==> config.mk <==
export PLATFORM = sky130hd
export DESIGN_NAME = cpu_bus_arbiter
export DESIGN_NICKNAME = d
export VERILOG_FILES = /design/src/rtl/cpu_bus_arbiter.sv
export SDC_FILE = /design/constraint.sdc
export NUM_CORES = 1
export LEC_CHECK = 0
export CAP_MARGIN = 0
export CORE_AREA = 4 4 127 129
export CTS_BUF_LIST = sky130_fd_sc_hd__clkbuf_8
export CTS_CLUSTER_SIZE = 14
export DETAILED_ROUTE_END_ITERATION = 8
export DIE_AREA = 0 0 131 133
export GPL_ROUTABILITY_DRIVEN = 0
export PLACE_DENSITY = 0.68
export SLEW_MARGIN = 20
export SYNTH_ARGS = -nofsm -noshare
export SYNTH_HDL_FRONTEND = slang
export SYNTH_SLANG_ARGS = --single-unit
==> constraint.sdc <==
create_clock -name i_clock -period 4.1 [get_ports i_clock]
set_input_delay 1.025 -clock i_clock [delete_from_list [all_inputs] [get_ports i_clock]]
set_output_delay 1.025 -clock i_clock [all_outputs]
set_load 0.03 [all_outputs]
==> src/rtl/cpu_bus_arbiter.sv <==
// cpu_bus_arbiter: shares the CPU memory bus between the data cache (port A)
// and the instruction cache (port B). A grant is held while the owner keeps
// its request high, and a bus watchdog turns hung transfers into completions.
// Optional feature macro: CPU_BUS_ARBITER_ROUND_ROBIN_EN. When it is defined,
// ties go to the port not granted most recently. When it is undefined, port A
// has fixed priority.
module cpu_bus_arbiter #(
  parameter int unsigned TIMEOUT     = 1024,
  parameter logic [31:0] FAULT_RDATA = 32'h0000_0000
) (
  input  logic        i_clock,
  input  logic        i_reset,
  input  logic        i_pa_rw,
  input  logic        i_pa_request,
  input  logic [31:0] i_pa_address,
  input  logic [31:0] i_pa_wdata,
  output logic        o_pa_ready,
  output logic [31:0] o_pa_rdata,
  input  logic        i_pb_rw,
  input  logic        i_pb_request,
  input  logic [31:0] i_pb_address,
  input  logic [31:0] i_pb_wdata,
  output logic        o_pb_ready,
  output logic [31:0] o_pb_rdata,
  output logic        o_bus_rw,
  output logic        o_bus_request,
  output logic [31:0] o_bus_address,
  output logic [31:0] o_bus_wdata,
  input  logic        i_bus_ready,
  input  logic [31:0] i_bus_rdata,
  output logic        o_fault,
  output logic [31:0] o_fault_address,
  input  logic        i_fault_clear
);

  typedef enum logic [1:0] {
    IDLE    = 2'd0,
    GRANT_A = 2'd1,
    GRANT_B = 2'd2
  } state_e;

  // The counter must be able to hold TIMEOUT itself.
  localparam int unsigned    WD_W     = (TIMEOUT < 2) ? 1 : $clog2(TIMEOUT + 1);
  localparam logic [WD_W-1:0] WD_LIMIT = WD_W'(TIMEOUT);

  state_e            state_q, state_d;
  state_e            gnt;        // port actually driving the bus this cycle
  state_e            winner;     // arbitration result used from IDLE
  logic              favour_b;   // tie-break: 1 hands a tie to port B
  logic [WD_W-1:0]   wd_q, wd_d;
  logic [WD_W-1:0]   wd_base;
  logic              wd_fire;
  logic              fault_q, fault_d;
  logic [31:0]       fault_addr_q, fault_addr_d;

`ifdef CPU_BUS_ARBITER_ROUND_ROBIN_EN
  logic rr_q, rr_d;
  assign favour_b = rr_q;

  // Point the tie-break away from whichever port was just granted.
  always_comb begin
    rr_d = rr_q;
    if ((state_d != state_q) && (state_d != IDLE)) begin
      rr_d = (state_d == GRANT_A);
    end
  end

  // Round-robin pointer register; reset favours port A.
  always_ff @(posedge i_clock or negedge i_reset) begin
    if (!i_reset) begin
      rr_q <= 1'b0;
    end else begin
      rr_q <= rr_d;
    end
  end
`else
  assign favour_b = 1'b0;
`endif

  // Effective grant: hold while requested; on a drop, hand over in the same cycle.
  always_comb begin
    gnt = IDLE;
    case (state_q)
      GRANT_A: begin
        if (i_pa_request)      gnt = GRANT_A;
        else if (i_pb_request) gnt = GRANT_B;
      end
      GRANT_B: begin
        if (i_pb_request)      gnt = GRANT_B;
        else if (i_pa_request) gnt = GRANT_A;
      end
      default: gnt = IDLE;
    endcase
  end

  // Arbitration winner from IDLE; simultaneous requests use the tie-break.
  always_comb begin
    winner = IDLE;
    if (i_pa_request && i_pb_request) winner = favour_b ? GRANT_B : GRANT_A;
    else if (i_pa_request)            winner = GRANT_A;
    else if (i_pb_request)            winner = GRANT_B;
  end

  // Next state: register the winner from IDLE, otherwise follow the live grant.
  always_comb begin
    state_d = state_q;
    if (state_q == IDLE) state_d = winner;
    else                 state_d = gnt;
  end

  // Watchdog: restart on grant change or ready, fire once the wait reaches TIMEOUT.
  always_comb begin
    wd_base = (gnt == state_q) ? wd_q : '0;
    wd_fire = (TIMEOUT != 0) && (gnt != IDLE) && !i_bus_ready && (wd_base == WD_LIMIT);
    wd_d    = '0;
    if ((TIMEOUT != 0) && (gnt != IDLE) && !i_bus_ready && !wd_fire) begin
      wd_d = wd_base + 1'b1;
    end
  end

  // Bus mux and response routing; the non-granted port always sees zeros.
  always_comb begin
    o_bus_rw      = 1'b0;
    o_bus_request = 1'b0;
    o_bus_address = '0;
    o_bus_wdata   = '0;
    o_pa_ready    = 1'b0;
    o_pa_rdata    = '0;
    o_pb_ready    = 1'b0;
    o_pb_rdata    = '0;
    case (gnt)
      GRANT_A: begin
        o_bus_rw      = i_pa_rw;
        o_bus_request = i_pa_request;
        o_bus_address = i_pa_address;
        o_bus_wdata   = i_pa_wdata;
        o_pa_ready    = i_bus_ready | wd_fire;
        o_pa_rdata    = wd_fire ? FAULT_RDATA : i_bus_rdata;
      end
      GRANT_B: begin
        o_bus_rw      = i_pb_rw;
        o_bus_request = i_pb_request;
        o_bus_address = i_pb_address;
        o_bus_wdata   = i_pb_wdata;
        o_pb_ready    = i_bus_ready | wd_fire;
        o_pb_rdata    = wd_fire ? FAULT_RDATA : i_bus_rdata;
      end
      default: ;
    endcase
  end

  // Sticky fault: the first faulting address is kept, and a clear beats a new fault.
  always_comb begin
    fault_d      = fault_q;
    fault_addr_d = fault_addr_q;
    if (i_fault_clear) begin
      fault_d      = 1'b0;
      fault_addr_d = '0;
    end else if (wd_fire) begin
      fault_d = 1'b1;
      if (!fault_q) fault_addr_d = o_bus_address;
    end
  end

  // State, watchdog and fault registers.
  always_ff @(posedge i_clock or negedge i_reset) begin
    if (!i_reset) begin
      state_q      <= IDLE;
      wd_q         <= '0;
      fault_q      <= 1'b0;
      fault_addr_q <= '0;
    end else begin
      state_q      <= state_d;
      wd_q         <= wd_d;
      fault_q      <= fault_d;
      fault_addr_q <= fault_addr_d;
    end
  end

  assign o_fault         = fault_q;
  assign o_fault_address = fault_addr_q;

endmodule

==> metrics.csv, run 1 <==
metric;value;unit
status;complete, but fails checks;
violations;negative setup slack;
root_buffer;clkbuf_8;
ys_types;41;
synth_fa_ha_area_frac;0.02524;
dp_hpwl;15.22;mm
layout-drive-gt1-share;0.3970;
tns;-0.9826;ns
dieArea;17420;µm²
rrSetupSlack;0.97;ns
syn-cell-area;3965;µm²
critPathSlowestCell;a311oi_4;
first_pass_iters;6;
synth_seq_cells;46;
r2r-start;state_q[0];
antenna_found_initial;0;
synth_warnings;0;
num_antenna_cells;0;
critical_path_class;in2out;
drc;0;
hold_slack;0.6104;ns
crit_path_end;o_pb_rdata[0];
cts_hold_buf;0;
hold_violations;0;
cp.depth;12;
ir_drop;0.0001362;V
worstPathCellList;buf_8 > and4bb_2 > a311oi_4 > nand2_1 > nand2_1 > ha_2 > and4_4 > o211ai_4 > buf_6 > clkbuf_16 > and3_4 > buf_6;
cts_tree;done;
drt-vias-per-instance;5.096;
clk_latency;0.31;ns
drtIter0Drc;409;
start_util;0.2638;
synth_edf_count;0;
synth-seq-area-share;0.2903;
vias;5310;
slew_headroom;0.5614;
h-tree-depth;2;
grt_pass1_wl;31.44;mm
synth-main-ff-cell;dfrtp_1;
final.min_clock_period;4.136;ns
path_max_fanout;6;
die_w;131;µm
dpl_cell_area;7851;µm²
drv_slew;0;
synth_xor_area_frac;0.01767;
pin_count;333;
cts.clk_slew.worst_paths;0.09;ns
hold_path_class;reg2reg;
rsz0062_at_grt;yes;
leakage;3.639;nW
layout_common_cells;clkdlybuf4s50_1 (196), buf_4 (135), nor2_1 (77);
synth_nets;651;
final_common_cell;clkdlybuf4s50_1;
fin_worst_skew;0.006346;ns
multi_input_area;2929;µm²
postRouteAntennaNets;0;
grt_overflow;0;
seqCellArea;1151;µm²
startpoint_type;input port;
async_flop_share;1.000;
wl;20.65;mm
area_growth;119.4;%
grt_max_degree;66;
fmax;241.8;MHz
arrival;3.11;ns
setup_violations;53;
critPathBufInv;4;
die_y;133;µm
avgSynthCellArea;8.347;µm²
tightestPinTransition;0.6579;ns
rows;45;
crit_start;i_pa_request;
port_buffers;332;
setup_slack;-0.03614;ns
yosysTopAreaCell;dfrtp_1;
cts_buffers;5;
nets;1029;
required;3.07;ns
synthDominantCellAreaShare;0.2903;
clkSinkCount;46;
wire_per_inst;19.82;µm
grt_pass1_vias;5618;
post-route-period-util;1.009;
r2r-end;o_fault_address[1];
end_kind;primary output;
crit_family;simple AND/OR/NAND/NOR gates;
core_area;15030;µm²
maxCapViolCount;0;
cts_buffer_depth;2;
yosys.area_share.simple;0.3253;
nFillCells;1251;
synth_top_family_by_area;simple AND/OR/NAND/NOR gates;
p_per_area;231.8;nW/µm²
r2r_cells;12;
synth_compound_area_frac;0.1616;
track_usage;0.2268;
synth_cells;475;
synth_area_leaders;dfrtp_1 (29%), a22oi_1 (12%), mux2_4 (11%), and3_1 (11%), nor2_1 (7.3%);
final_area;8701;µm²
synthMuxAreaShare;0.1193;
critical-path-max-stage-delay;0.30;ns
-- through the flow --
step | total power, mW | worst slack (ns) | utilization | cells
final | 2.017 | -0.03614 | 0.5788 | 1042
after global routing | 2.126 | -0.1044 | 0.5788 | 1042
after CTS | 2.009 | -0.02274 | 0.5687 | 1037
after detailed placement | 1.553 | -0.9502 | 0.5223 | 1019
after global placement | 1.536 | -0.8481 | 0.5223 | 1019
after floorplan | 0.9495 | -0.04262 | - | 475
-- power breakdown --
part	internal, mW	switching [mW]
logic	0.596	0.591
registers	0.460	0.00628
clock network	0.183	0.180
total	1.24	0.778
-- kinds of logic (layout without fill, tap and decap cells) --
kind of cell | count (synthesis) | in the layout
AND/OR/NAND/NOR | 242 | 242
XOR/XNOR | 8 | 8
AO/OA/AOI/OAI | 82 | 82
buffers and inverters | 57 | 436
adder cells (fa/ha/maj) | 8 | 8
multiplexers | 32 | 32
flip-flops | 46 | 46
-- flip-flops by register name, summed over array words and instances (netlist names) --
name             cells
o_fault_address     32
wd_q                11
state_q              2
o_fault              1
-- how the worst min path moves through the flow --
stage                        start  endpoint  slack, ns  depth (start not counted)
final                      o_fault   o_fault       0.61                          2
after global routing      wd_q[10]  wd_q[10]       0.65                          2
after CTS                 wd_q[10]  wd_q[10]       0.61                          2
after detailed placement   wd_q[9]   wd_q[9]       0.59                          2
after global placement     wd_q[9]   wd_q[9]       0.57                          2
after floorplan           wd_q[10]  wd_q[10]       0.54                          2
-- synth_stat cells (2+ instances only) --
master     n
a21boi_0   3
a21oi_1    2
a22oi_1   66
and3_1    67
buf_1      8
buf_6      3
clkbuf_1  36
clkbuf_2   2
dfrtp_1   46
ha_1       8
inv_1      7
mux2_2     2
mux2_4    30
nand2_1    7
nand2b_1   6
nand3_1    4
nand4_1    3
nor2_1    77
nor2b_1   34
nor3_1    34
nor4_2     2
o211ai_1   2
o21ai_0    2
xnor2_1    4
xor2_1     4
-- layout make-up --
class / instances / area share
repair buffers: 421 / 0.4881
multi-input cells: 372 / 0.3366
flip-flops and latches: 46 / 0.1323
well taps: 188 / 0.02703
clock buffers: 5 / 0.007909
clock inverters: 3 / 0.005033
inverters: 7 / 0.003020
-- worst reg2reg max path: stages (launching register included) --
cell and delay, ns:
dfrtp_1 0.39, inv_1 0.07, ha_1 0.25, and4bb_2 0.28
a311oi_4 0.30, nand2_1 0.13, nand2_1 0.09, ha_2 0.19
buf_4 0.11, nand4_2 0.11, a2111oi_4 0.41, buf_12 0.29
mux2_2 0.42
-- layer usage --
metal  wire (µm)  track usage  vias to the layer above  share of wire
li1            -            -                     2468              -
met1        7992       0.2777                     2592           0.39
met2       10760       0.3933                      212           0.52
met3        1346      0.05612                       38          0.065
met4         544      0.05714                        0          0.026
met5           0            0                        -              0
-- timing repair --
item | in CTS | in global routing
pin swaps | 18 | 5
setup endpoints to repair | 131 | 86
gates cloned | 5 | 3
buffers inserted | 5 | 3
resized for setup | 450 | 16
Note: power is estimated with default switching activity, not from simulation.
==> inputs of run 2 (changes only) <==
--- a/config.mk
+++ b/config.mk
@@ -12,6 +12,7 @@
 export DETAILED_ROUTE_END_ITERATION = 8
 export DIE_AREA = 0 0 131 133
 export GPL_ROUTABILITY_DRIVEN = 0
+export HOLD_SLACK_MARGIN = 0.05
 export PLACE_DENSITY = 0.68
 export SLEW_MARGIN = 20
 export SYNTH_ARGS = -nofsm -noshare
==> results of run 2 <==
Final layout, timing and power as in run 1 (identical DEF).
